[src/rtl/ram_burst_master.sv]
// ram_burst_master: burst sequencer in front of the 64x64 data-memory RAM.
// Turns one burst command into single-word RAM reads/writes with streams.
//
// Ports:
//   clk, rst          clock, asynchronous active-low reset
//   cmd_*             burst command (valid/ready, write flag, addr, len)
//   wr_data/valid/rdy write-data stream into the RAM
//   rd_data/valid/rdy read-data stream out of the RAM
//   done, err         burst-complete and command-rejected pulses
//   address, enable_read, enable_write, DMin, DMout   RAM side
//
// Optional feature macro: RAM_BURST_MASTER_RANGECHK_EN
//   defined   -> reject len==0, len>DEPTH, addr>=DEPTH with an err pulse
//   undefined -> addr and len taken modulo DEPTH, len 0 means DEPTH words
module ram_burst_master #(
    parameter int DATA_W = 64,
    parameter int ADDR_W = 7,
    parameter int DEPTH  = 64
) (
    input  logic              clk,
    input  logic              rst,
    input  logic              cmd_valid,
    output logic              cmd_ready,
    input  logic              cmd_write,
    input  logic [ADDR_W-1:0] cmd_addr,
    input  logic [ADDR_W-1:0] cmd_len,
    input  logic [DATA_W-1:0] wr_data,
    input  logic              wr_valid,
    output logic              wr_ready,
    output logic [DATA_W-1:0] rd_data,
    output logic              rd_valid,
    input  logic              rd_ready,
    output logic              done,
    output logic              err,
    output logic [ADDR_W-1:0] address,
    output logic              enable_read,
    output logic              enable_write,
    output logic [DATA_W-1:0] DMin,
    input  logic [DATA_W-1:0] DMout
);

    localparam int          CNT_W   = $clog2(DEPTH + 1);
    localparam logic [31:0] DEPTH_U = 32'(DEPTH);

    typedef enum logic [2:0] {
        IDLE,
        RD_ISSUE,
        RD_CAP,
        RD_HOLD,
        WR_ACCEPT,
        WR_ISSUE,
        FIN
    } state_t;

    state_t             state_q, state_d;
    logic [ADDR_W-1:0]  addr_q, addr_d;
    logic [CNT_W-1:0]   cnt_q, cnt_d;

    logic [ADDR_W-1:0]  address_q;
    logic               enable_read_q;
    logic               enable_write_q;
    logic [DATA_W-1:0]  dmin_q;
    logic [DATA_W-1:0]  rd_data_q;
    logic               rd_valid_q;
    logic               wr_ready_q;
    logic               done_q;

    logic [31:0]        addr_ext;
    logic [31:0]        len_ext;
    logic [ADDR_W-1:0]  start_addr;
    logic [CNT_W-1:0]   start_cnt;
    logic               cmd_bad;
    logic               cmd_hs;
    logic [ADDR_W-1:0]  addr_inc;
    logic               cnt_last;

    assign addr_ext = 32'(cmd_addr);
    assign len_ext  = 32'(cmd_len);
    assign cmd_hs   = cmd_valid && (state_q == IDLE);

`ifdef RAM_BURST_MASTER_RANGECHK_EN
    // Out-of-range commands never reach the RAM; in-range ones fit as-is.
    assign cmd_bad    = (len_ext == 32'd0) || (len_ext > DEPTH_U) ||
                        (addr_ext >= DEPTH_U);
    assign start_addr = ADDR_W'(addr_ext % DEPTH_U);
    assign start_cnt  = CNT_W'(len_ext);
`else
    logic [31:0] len_mod;

    assign cmd_bad    = 1'b0;
    assign len_mod    = len_ext % DEPTH_U;
    assign start_addr = ADDR_W'(addr_ext % DEPTH_U);
    // A zero residue stands for a full-memory burst.
    assign start_cnt  = (len_mod == 32'd0) ? CNT_W'(DEPTH) : CNT_W'(len_mod);
`endif

    assign addr_inc = (addr_q == ADDR_W'(DEPTH - 1)) ? '0 : addr_q + 1'b1;
    assign cnt_last = (cnt_q == CNT_W'(1));

    always_comb begin
        state_d = state_q;
        addr_d  = addr_q;
        cnt_d   = cnt_q;
        unique case (state_q)
            IDLE: begin
                if (cmd_valid) begin
                    addr_d = start_addr;
                    cnt_d  = start_cnt;
                    if (!cmd_bad) begin
                        state_d = cmd_write ? WR_ACCEPT : RD_ISSUE;
                    end
                end
            end
            RD_ISSUE: state_d = RD_CAP;
            RD_CAP:   state_d = RD_HOLD;
            RD_HOLD: begin
                if (rd_ready) begin
                    addr_d  = addr_inc;
                    cnt_d   = cnt_q - 1'b1;
                    state_d = cnt_last ? FIN : RD_ISSUE;
                end
            end
            WR_ACCEPT: begin
                if (wr_valid) begin
                    state_d = WR_ISSUE;
                end
            end
            WR_ISSUE: begin
                addr_d  = addr_inc;
                cnt_d   = cnt_q - 1'b1;
                state_d = cnt_last ? FIN : WR_ACCEPT;
            end
            FIN:      state_d = IDLE;
            default:  state_d = IDLE;
        endcase
    end

    always_ff @(posedge clk or negedge rst) begin
        if (!rst) begin
            state_q <= IDLE;
            addr_q  <= '0;
            cnt_q   <= '0;
        end else begin
            state_q <= state_d;
            addr_q  <= addr_d;
            cnt_q   <= cnt_d;
        end
    end

    // Stream/RAM outputs are registered from the next state so they are
    // glitch-free and line up with the state they belong to.
    always_ff @(posedge clk or negedge rst) begin
        if (!rst) begin
            address_q      <= '0;
            enable_read_q  <= 1'b0;
            enable_write_q <= 1'b0;
            dmin_q         <= '0;
            rd_data_q      <= '0;
            rd_valid_q     <= 1'b0;
            wr_ready_q     <= 1'b0;
            done_q         <= 1'b0;
        end else begin
            enable_read_q  <= (state_d == RD_ISSUE);
            enable_write_q <= (state_d == WR_ISSUE);
            rd_valid_q     <= (state_d == RD_HOLD);
            wr_ready_q     <= (state_d == WR_ACCEPT);
            done_q         <= (state_d == FIN);
            if ((state_d == RD_ISSUE) || (state_d == WR_ISSUE)) begin
                address_q <= addr_d;
            end
            if ((state_q == WR_ACCEPT) && wr_valid) begin
                dmin_q <= wr_data;
            end
            // RAM output is registered, so it is valid one cycle after issue.
            if (state_q == RD_CAP) begin
                rd_data_q <= DMout;
            end
        end
    end

`ifdef RAM_BURST_MASTER_RANGECHK_EN
    logic err_q;

    always_ff @(posedge clk or negedge rst) begin
        if (!rst) begin
            err_q <= 1'b0;
        end else begin
            err_q <= cmd_hs && cmd_bad;
        end
    end

    assign err = err_q;
`else
    logic unused_hs;

    assign unused_hs = cmd_hs;
    assign err       = 1'b0;
`endif

    assign cmd_ready    = (state_q == IDLE);
    assign wr_ready     = wr_ready_q;
    assign rd_data      = rd_data_q;
    assign rd_valid     = rd_valid_q;
    assign done         = done_q;
    assign address      = address_q;
    assign enable_read  = enable_read_q;
    assign enable_write = enable_write_q;
    assign DMin         = dmin_q;

endmodule
[config.mk]
export PLATFORM = sky130hd
export DESIGN_NAME = ram_burst_master
export DESIGN_NICKNAME = d
export VERILOG_FILES = /design/src/rtl/ram_burst_master.sv
export SDC_FILE = /design/constraint.sdc
export NUM_CORES = 1
export LEC_CHECK = 0
export CAP_MARGIN = 10
export CORE_MARGIN = 8
export CORE_UTILIZATION = 45
export DETAILED_ROUTE_END_ITERATION = 16
export PLACE_DENSITY = 0.86
export RECOVER_POWER = 50
export SYNTH_ARGS = -nofsm -noshare
export SYNTH_HDL_FRONTEND = slang
export SYNTH_SLANG_ARGS = --single-unit
[constraint.sdc]
create_clock -name clk -period 3.9 [get_ports clk]
set_input_delay 0.78 -clock clk [delete_from_list [all_inputs] [get_ports clk]]
set_output_delay 0.78 -clock clk [all_outputs]
set_load 0.05 [all_outputs]
==> flow_metrics.env, run 1 <==
export IMPL_finalCriticalPeriod_ns=2.99
export IMPL_post_route_util_pct=71.8
export IMPL_wire_per_inst_um=20.3
export IMPL_dpl_hpwl_um=14200
export IMPL_synth_edff_count=0
export IMPL_netlist_instances=436
export IMPL_grt_overflow_total=0
export IMPL_drv_slew=92
export IMPL_yosysSeqAreaShare_pct=62.0
export IMPL_fin_setup_tns_ns=0
export IMPL_postCtsSetupBuffers=0
export IMPL_ff2ff_setup_slack_ns=1.17
export IMPL_layout_worst_path_cycle_share_pct=76.6
export IMPL_hold_viol=0
export IMPL_synth_warnings=0
export IMPL_synthFlopType="dfrtp_1"
export IMPL_cts_root_buf="clkbuf_16"
export IMPL_syn_nets=587
export IMPL_ys_ff_latch=157
export IMPL_grt_total_usage_pct=20.2
export IMPL_nets=873
export IMPL_clock_latency_ns=0.42
export IMPL_place_ws_ns=1.07
export IMPL_die_height_um=135
export IMPL_maxCapViolCount=1
export IMPL_antenna_left=0
export IMPL_fmax_ghz=0.335
export IMPL_n_antenna_cell=0
export IMPL_core_area_um2=13800
export IMPL_postLayoutSetupSlackWorst_ns=0.913
export IMPL_worst_endpoint_arrival_ns=3.28
export IMPL_crit_fanout=8
export IMPL_power_density_nw_per_um2=1050
export IMPL_hold_path_startpoint="DMin[41]"
export IMPL_drt_pass1_iterations=4
export IMPL_outcome="finished with violations"
export IMPL_cts_resized=0
export IMPL_rsz0062_at_grt="false"
export IMPL_clk_pin_slew_ns=0.06
export IMPL_synth_top_cell_area_share_pct=62.0
export IMPL_vdd_drop_max_mv=0.644
export IMPL_cts_hold_buf=0
export IMPL_setup_viol=0
export IMPL_grt_pass1_vias=5081
export IMPL_violations="capacitance limit, slew limit"
export IMPL_die_x_um=135
export IMPL_htree_levels=4
export IMPL_worst_slew_pin_slew_ns=2.22
export IMPL_r2r_end="address[5]"
export IMPL_cts_max_path_buffers=2
export IMPL_yosysMostFrequentCell="dfrtp_1"
export IMPL_synthTopCellsByArea="dfrtp_1 62%, mux2_2 23%, mux2_4 1.4%"
export IMPL_slew_headroom_pct=-48.2
export IMPL_clock_sink_count=157
export IMPL_synth_top_area_cell="dfrtp_1"
export IMPL_antenna_found_initial=1
export IMPL_worstHoldPathType="reg -> reg"
export IMPL_drt_initial_drc_count=173
export IMPL_hold_depth=1
export IMPL_syn2layout_area_growth_pct=56.7
export IMPL_gp_congestion=0.830
export IMPL_drive_gt1_share_pct=23.0
export IMPL_syn_area_um2=6330
export IMPL_worst_r2r_cell_count=5
export IMPL_vias_per_cell=5.06
export IMPL_cts_tree="built"
export IMPL_synth_cell_types=50
export IMPL_rows=43
export IMPL_end_kind="flop"
export IMPL_hold_path_end="DMin[41]"
export IMPL_wl_um=18600
export IMPL_vias=4631
export IMPL_io_pins=290
export IMPL_drc=0
export IMPL_synth_async_sr_flop_share_pct=100
export IMPL_numPortBuffers=286
export IMPL_startpoint_type="input port"
export IMPL_grt_pass1_wl_um=28300
export IMPL_synth_commonest_cells="157 x dfrtp_1, 128 x mux2_2, 14 x buf_2, 14 x nor2_1, 12 x o21ai_0"
export IMPL_leakagePower_nw=4.26
export IMPL_cts_buffers=17
export IMPL_grt_max_degree=93
export IMPL_start_util_pct=45.8
export IMPL_critical_path_reg2reg_startpoint="state_q[0]"
export IMPL_critPathRequiredTime_ns=4.20
export IMPL_crit_type="in -> reg"
export IMPL_avgSynthCellArea_um2=14.5
export IMPL_dieArea_um2=18100
export IMPL_finClkSkew_ns=0.00722
## final cells by class
type / count / area [um2]
flip-flops and latches: 157 / 3930
clock inverters: 9 / 138
well taps: 180 / 225
inverters: 6 / 22.5
fillers: 908 / 3900
multi-input cells: 251 / 2250
repair buffers: 289 / 2910
clock buffers: 23 / 458
## state kept, by name (all words and copies together) (netlist names)
name and cells:
DMin 64, rd_data 64, addr_q 7, address 7, cnt_q 7, state_q 3
done 1, enable_read 1, enable_write 1, rd_valid 1, wr_ready 1
## per-layer routing
metal	global-route usage [%]	up-vias	share of wire (%)	routed length (um)
met5	0	-	0.054	10
met4	8.23	2	2.4	452
met3	8.73	29	10	1860
met2	34.0	229	50	9230
met1	21.8	2235	38	7020
li1	-	2136	-	-
## cells in the final DEF (no fill, tap or decap), types with 4 or more instances in the layout
cell / n
and3_1: 4
clkdlybuf4s50_1: 282
inv_1: 6
mux2_4: 6
nand2_1: 9
nand2b_1: 4
o21ai_0: 12
mux2_2: 127
dfrtp_1: 157
nand3_1: 6
nor3_1: 9
nor2_1: 13
clkbuf_1: 5
clkbuf_16: 17
a21oi_1: 12
clkinvlp_4: 4
## power breakdown
part           switching [W]  internal (W)  total (W)
clock               0.000640       0.00103    0.00167
sequential          0.000488       0.00241    0.00290
combinational        0.00368       0.00221    0.00588
## through the flow
step	power, W	instances	hold slack (ns)	area, um2
2_1_floorplan	0.00679	436	0.484	6330
3_3_place_gp	0.00869	883	0.487	9380
3_5_place_dp	0.00887	883	0.495	9380
4_1_cts	0.0106	915	0.452	9970
5_1_grt	0.0109	915	0.516	9930
6_report	0.0105	915	0.504	9930
## worst max-delay path: stages
cell and delay, ns:
dlygate4sd3_1 0.52, nor4bb_1 1.03, a31oi_1 0.12, o221ai_1 0.21, and2_4 0.30, mux2_4 0.32
## cell families after synthesis
group | after synthesis | synth area share (%)
AO/OA/AOI/OAI | 48 | 5.10
XOR/XNOR | 2 | 0.277
adder cells (fa/ha/maj) | 3 | 0.593
buffers and inverters | 28 | 2.23
flip-flops | 157 | 62.0
multiplexers | 134 | 24.2
other | 1 | 0.0592
AND/OR/NAND/NOR | 63 | 5.55
## worst max-delay path by stage
stage,start,to,slack [ns],depth (start not counted)
2_1_floorplan,state_q[1],address[2],1.39,7
3_3_place_gp,cmd_valid,address[1],1.10,5
3_5_place_dp,cmd_valid,address[1],1.07,5
4_1_cts,state_q[0],cmd_ready,1.0,2
5_1_grt,wr_valid,address[4],0.78,6
6_report,wr_valid,address[5],0.91,6
Power figures use the tool's default switching activity.
==> inputs of run 2 (changes only) <==
CORE_UTILIZATION = 42   (was 45)
PLACE_DENSITY = 0.81   (was 0.86)
clock period = 2.8 ns   (was 3.9 ns; I/O delays follow)
==> run 2 against run 1 <==
Die area increased by 6.3%. The run still ends with capacitance limit, slew limit left. Non-clock buffer count increased by 4. Largest power group unchanged. Global-route usage decreased by 1.3 points.
==> flow_metrics.env, run 2 (synthesized netlist as in run 1, its figures left out) <==
export IMPL_fin_setup_tns_ns=0
export IMPL_clock_latency_ns=0.41
export IMPL_wl_um=17900
export IMPL_maxCapViolCount=1
export IMPL_grt_pass1_vias=5216
export IMPL_top_layer_used="met4"
export IMPL_grt_pass1_wl_um=28800
export IMPL_critPathRequiredTime_ns=3.10
export IMPL_cts_root_buf="clkbuf_16"
export IMPL_outcome="finished with violations"
export IMPL_grt_max_degree=66
export IMPL_drv_slew=64
export IMPL_clk_pin_slew_ns=0.06
export IMPL_wire_per_inst_um=19.3
export IMPL_dpl_hpwl_um=13700
export IMPL_rows=45
export IMPL_worst_endpoint_arrival_ns=2.69
export IMPL_path_delay_family="simple AND/OR/NAND/NOR gates"
export IMPL_startpoint_type="flop"
export IMPL_cts_hold_buf=0
export IMPL_worst_slew_pin_slew_ns=1.64
export IMPL_vias=4693
export IMPL_drc=0
export IMPL_cts_buffers=17
export IMPL_dieArea_um2=19300
export IMPL_cts_max_path_buffers=2
export IMPL_slowest_delay_ns=0.64
export IMPL_io_pins=290
export IMPL_drive_gt1_share_pct=23.7
export IMPL_vias_per_cell=5.07
export IMPL_grt_total_usage_pct=18.9
export IMPL_crit_chain="clkbuf_1 > or4b_1 > o221ai_1 > and2_4 > mux2_4"
export IMPL_leakagePower_nw=4.32
export IMPL_cts_tree="built"
export IMPL_worstHoldPathType="reg -> reg"
export IMPL_finalCriticalPeriod_ns=2.40
export IMPL_nFillCells=1081
export IMPL_layout_common_cells="283 x clkdlybuf4s50_1, 157 x dfrtp_1, 128 x mux2_2, 17 x clkbuf_16, 13 x nor2_1"
export IMPL_path_buf_inv=1
export IMPL_n_antenna_cell=0
export IMPL_crit_type="reg -> reg"
export IMPL_layout_worst_path_cycle_share_pct=85.6
export IMPL_end_kind="flop"
export IMPL_cts_resized=0
export IMPL_start_util_pct=42.3
export IMPL_wl_met3_um=1780
export IMPL_hold_viol=0
export IMPL_setup_viol=0
export IMPL_postCtsSetupBuffers=0
export IMPL_seq_area_um2=3930
export IMPL_ff2ff_setup_slack_ns=0.40
export IMPL_grt_overflow_total=0
export IMPL_vdd_drop_max_mv=0.720
export IMPL_antenna_found_initial=0
export IMPL_stdcell_count=926
export IMPL_drt_initial_drc_count=253
export IMPL_layout_commonest_cell="clkdlybuf4s50_1"
export IMPL_core_area_um2=15000
export IMPL_wl_met2_um=9050
export IMPL_clock_sink_count=157
export IMPL_wl_met1_um=6870
export IMPL_crit_fanout=8
export IMPL_multiInputGateArea_um2=2260
export IMPL_fmax_ghz=0.417
export IMPL_htree_levels=4
export IMPL_gp_congestion=0.846
export IMPL_violations="capacitance limit, slew limit"
export IMPL_rsz0062_at_grt="false"
export IMPL_die_height_um=139
export IMPL_slew_headroom_pct=-9.05
export IMPL_numPortBuffers=286
export IMPL_power_w=0.0147
export IMPL_power_density_nw_per_um2=1470
export IMPL_worst_path_max_delay_cell="or4b_1"
export IMPL_antenna_left=0
export IMPL_syn2layout_area_growth_pct=58.2
export IMPL_dp_cells=895
export IMPL_drt_pass1_iterations=4
export IMPL_die_x_um=139
export IMPL_finClkSkew_ns=0.00835
export IMPL_nets=877
-- run 2: cell count changes in the layout (fill, tap and decap cells not counted), moves of 2 or more --
| cell | delta |
|---|---|
| inv_6 | +2 |
| clkbuf_8 | +3 |
| clkinvlp_4 | -2 |
| clkinv_4 | -2 |
| dlygate4sd3_1 | -2 |
-- run 2: layer usage --
layer	GRT usage (%)	up-vias
li1	-	2150
met1	20.4	2331
met2	32.7	197
met3	8.50	15
met4	5.83	0
met5	0	-
-- run 2: path summary, 6_finish.rpt --
check	cells after the start	start	endpoint
max	5	state_q[0]	address[5]
min	1	DMin[45]	DMin[45]
max reg2reg	5	state_q[0]	address[5]
min reg2reg	1	DMin[45]	DMin[45]
max in group asynchronous	2	rst	cnt_q[1]
min in group asynchronous	1	rst	DMin[30]
-- run 2: layout make-up --
cell class / count / area share [%]
inverter: 6 / 0.225
timing repair buffer: 293 / 29.3
sequential: 157 / 39.2
clock inverter: 8 / 1.52
multi-input combinational: 251 / 22.5
clock buffer: 23 / 4.87
tap: 188 / 2.35
-- run 2: stage by stage --
step / instance area (um2) / worst slack (ns) / hold slack (ns) / utilization [%]
finish: 10000 / 0.402 / 0.503 / 66.9
global route: 10000 / 0.260 / 0.516 / 66.9
CTS: 10100 / 0.111 / 0.143 / 67.2
detailed placement: 9430 / 0.229 / 0.495 / 62.9
global placement: 9430 / 0.273 / 0.488 / 62.9
floorplan: 6330 / 0.292 / 0.264 / -
-- run 2: power breakdown --
group	total (W)	leakage [nW]	internal (W)	switching, W
Sequential	0.00402	1.99	0.00336	0.000656
Clock	0.00247	0.307	0.00159	0.000883
Combinational	0.00819	2.02	0.00310	0.00509
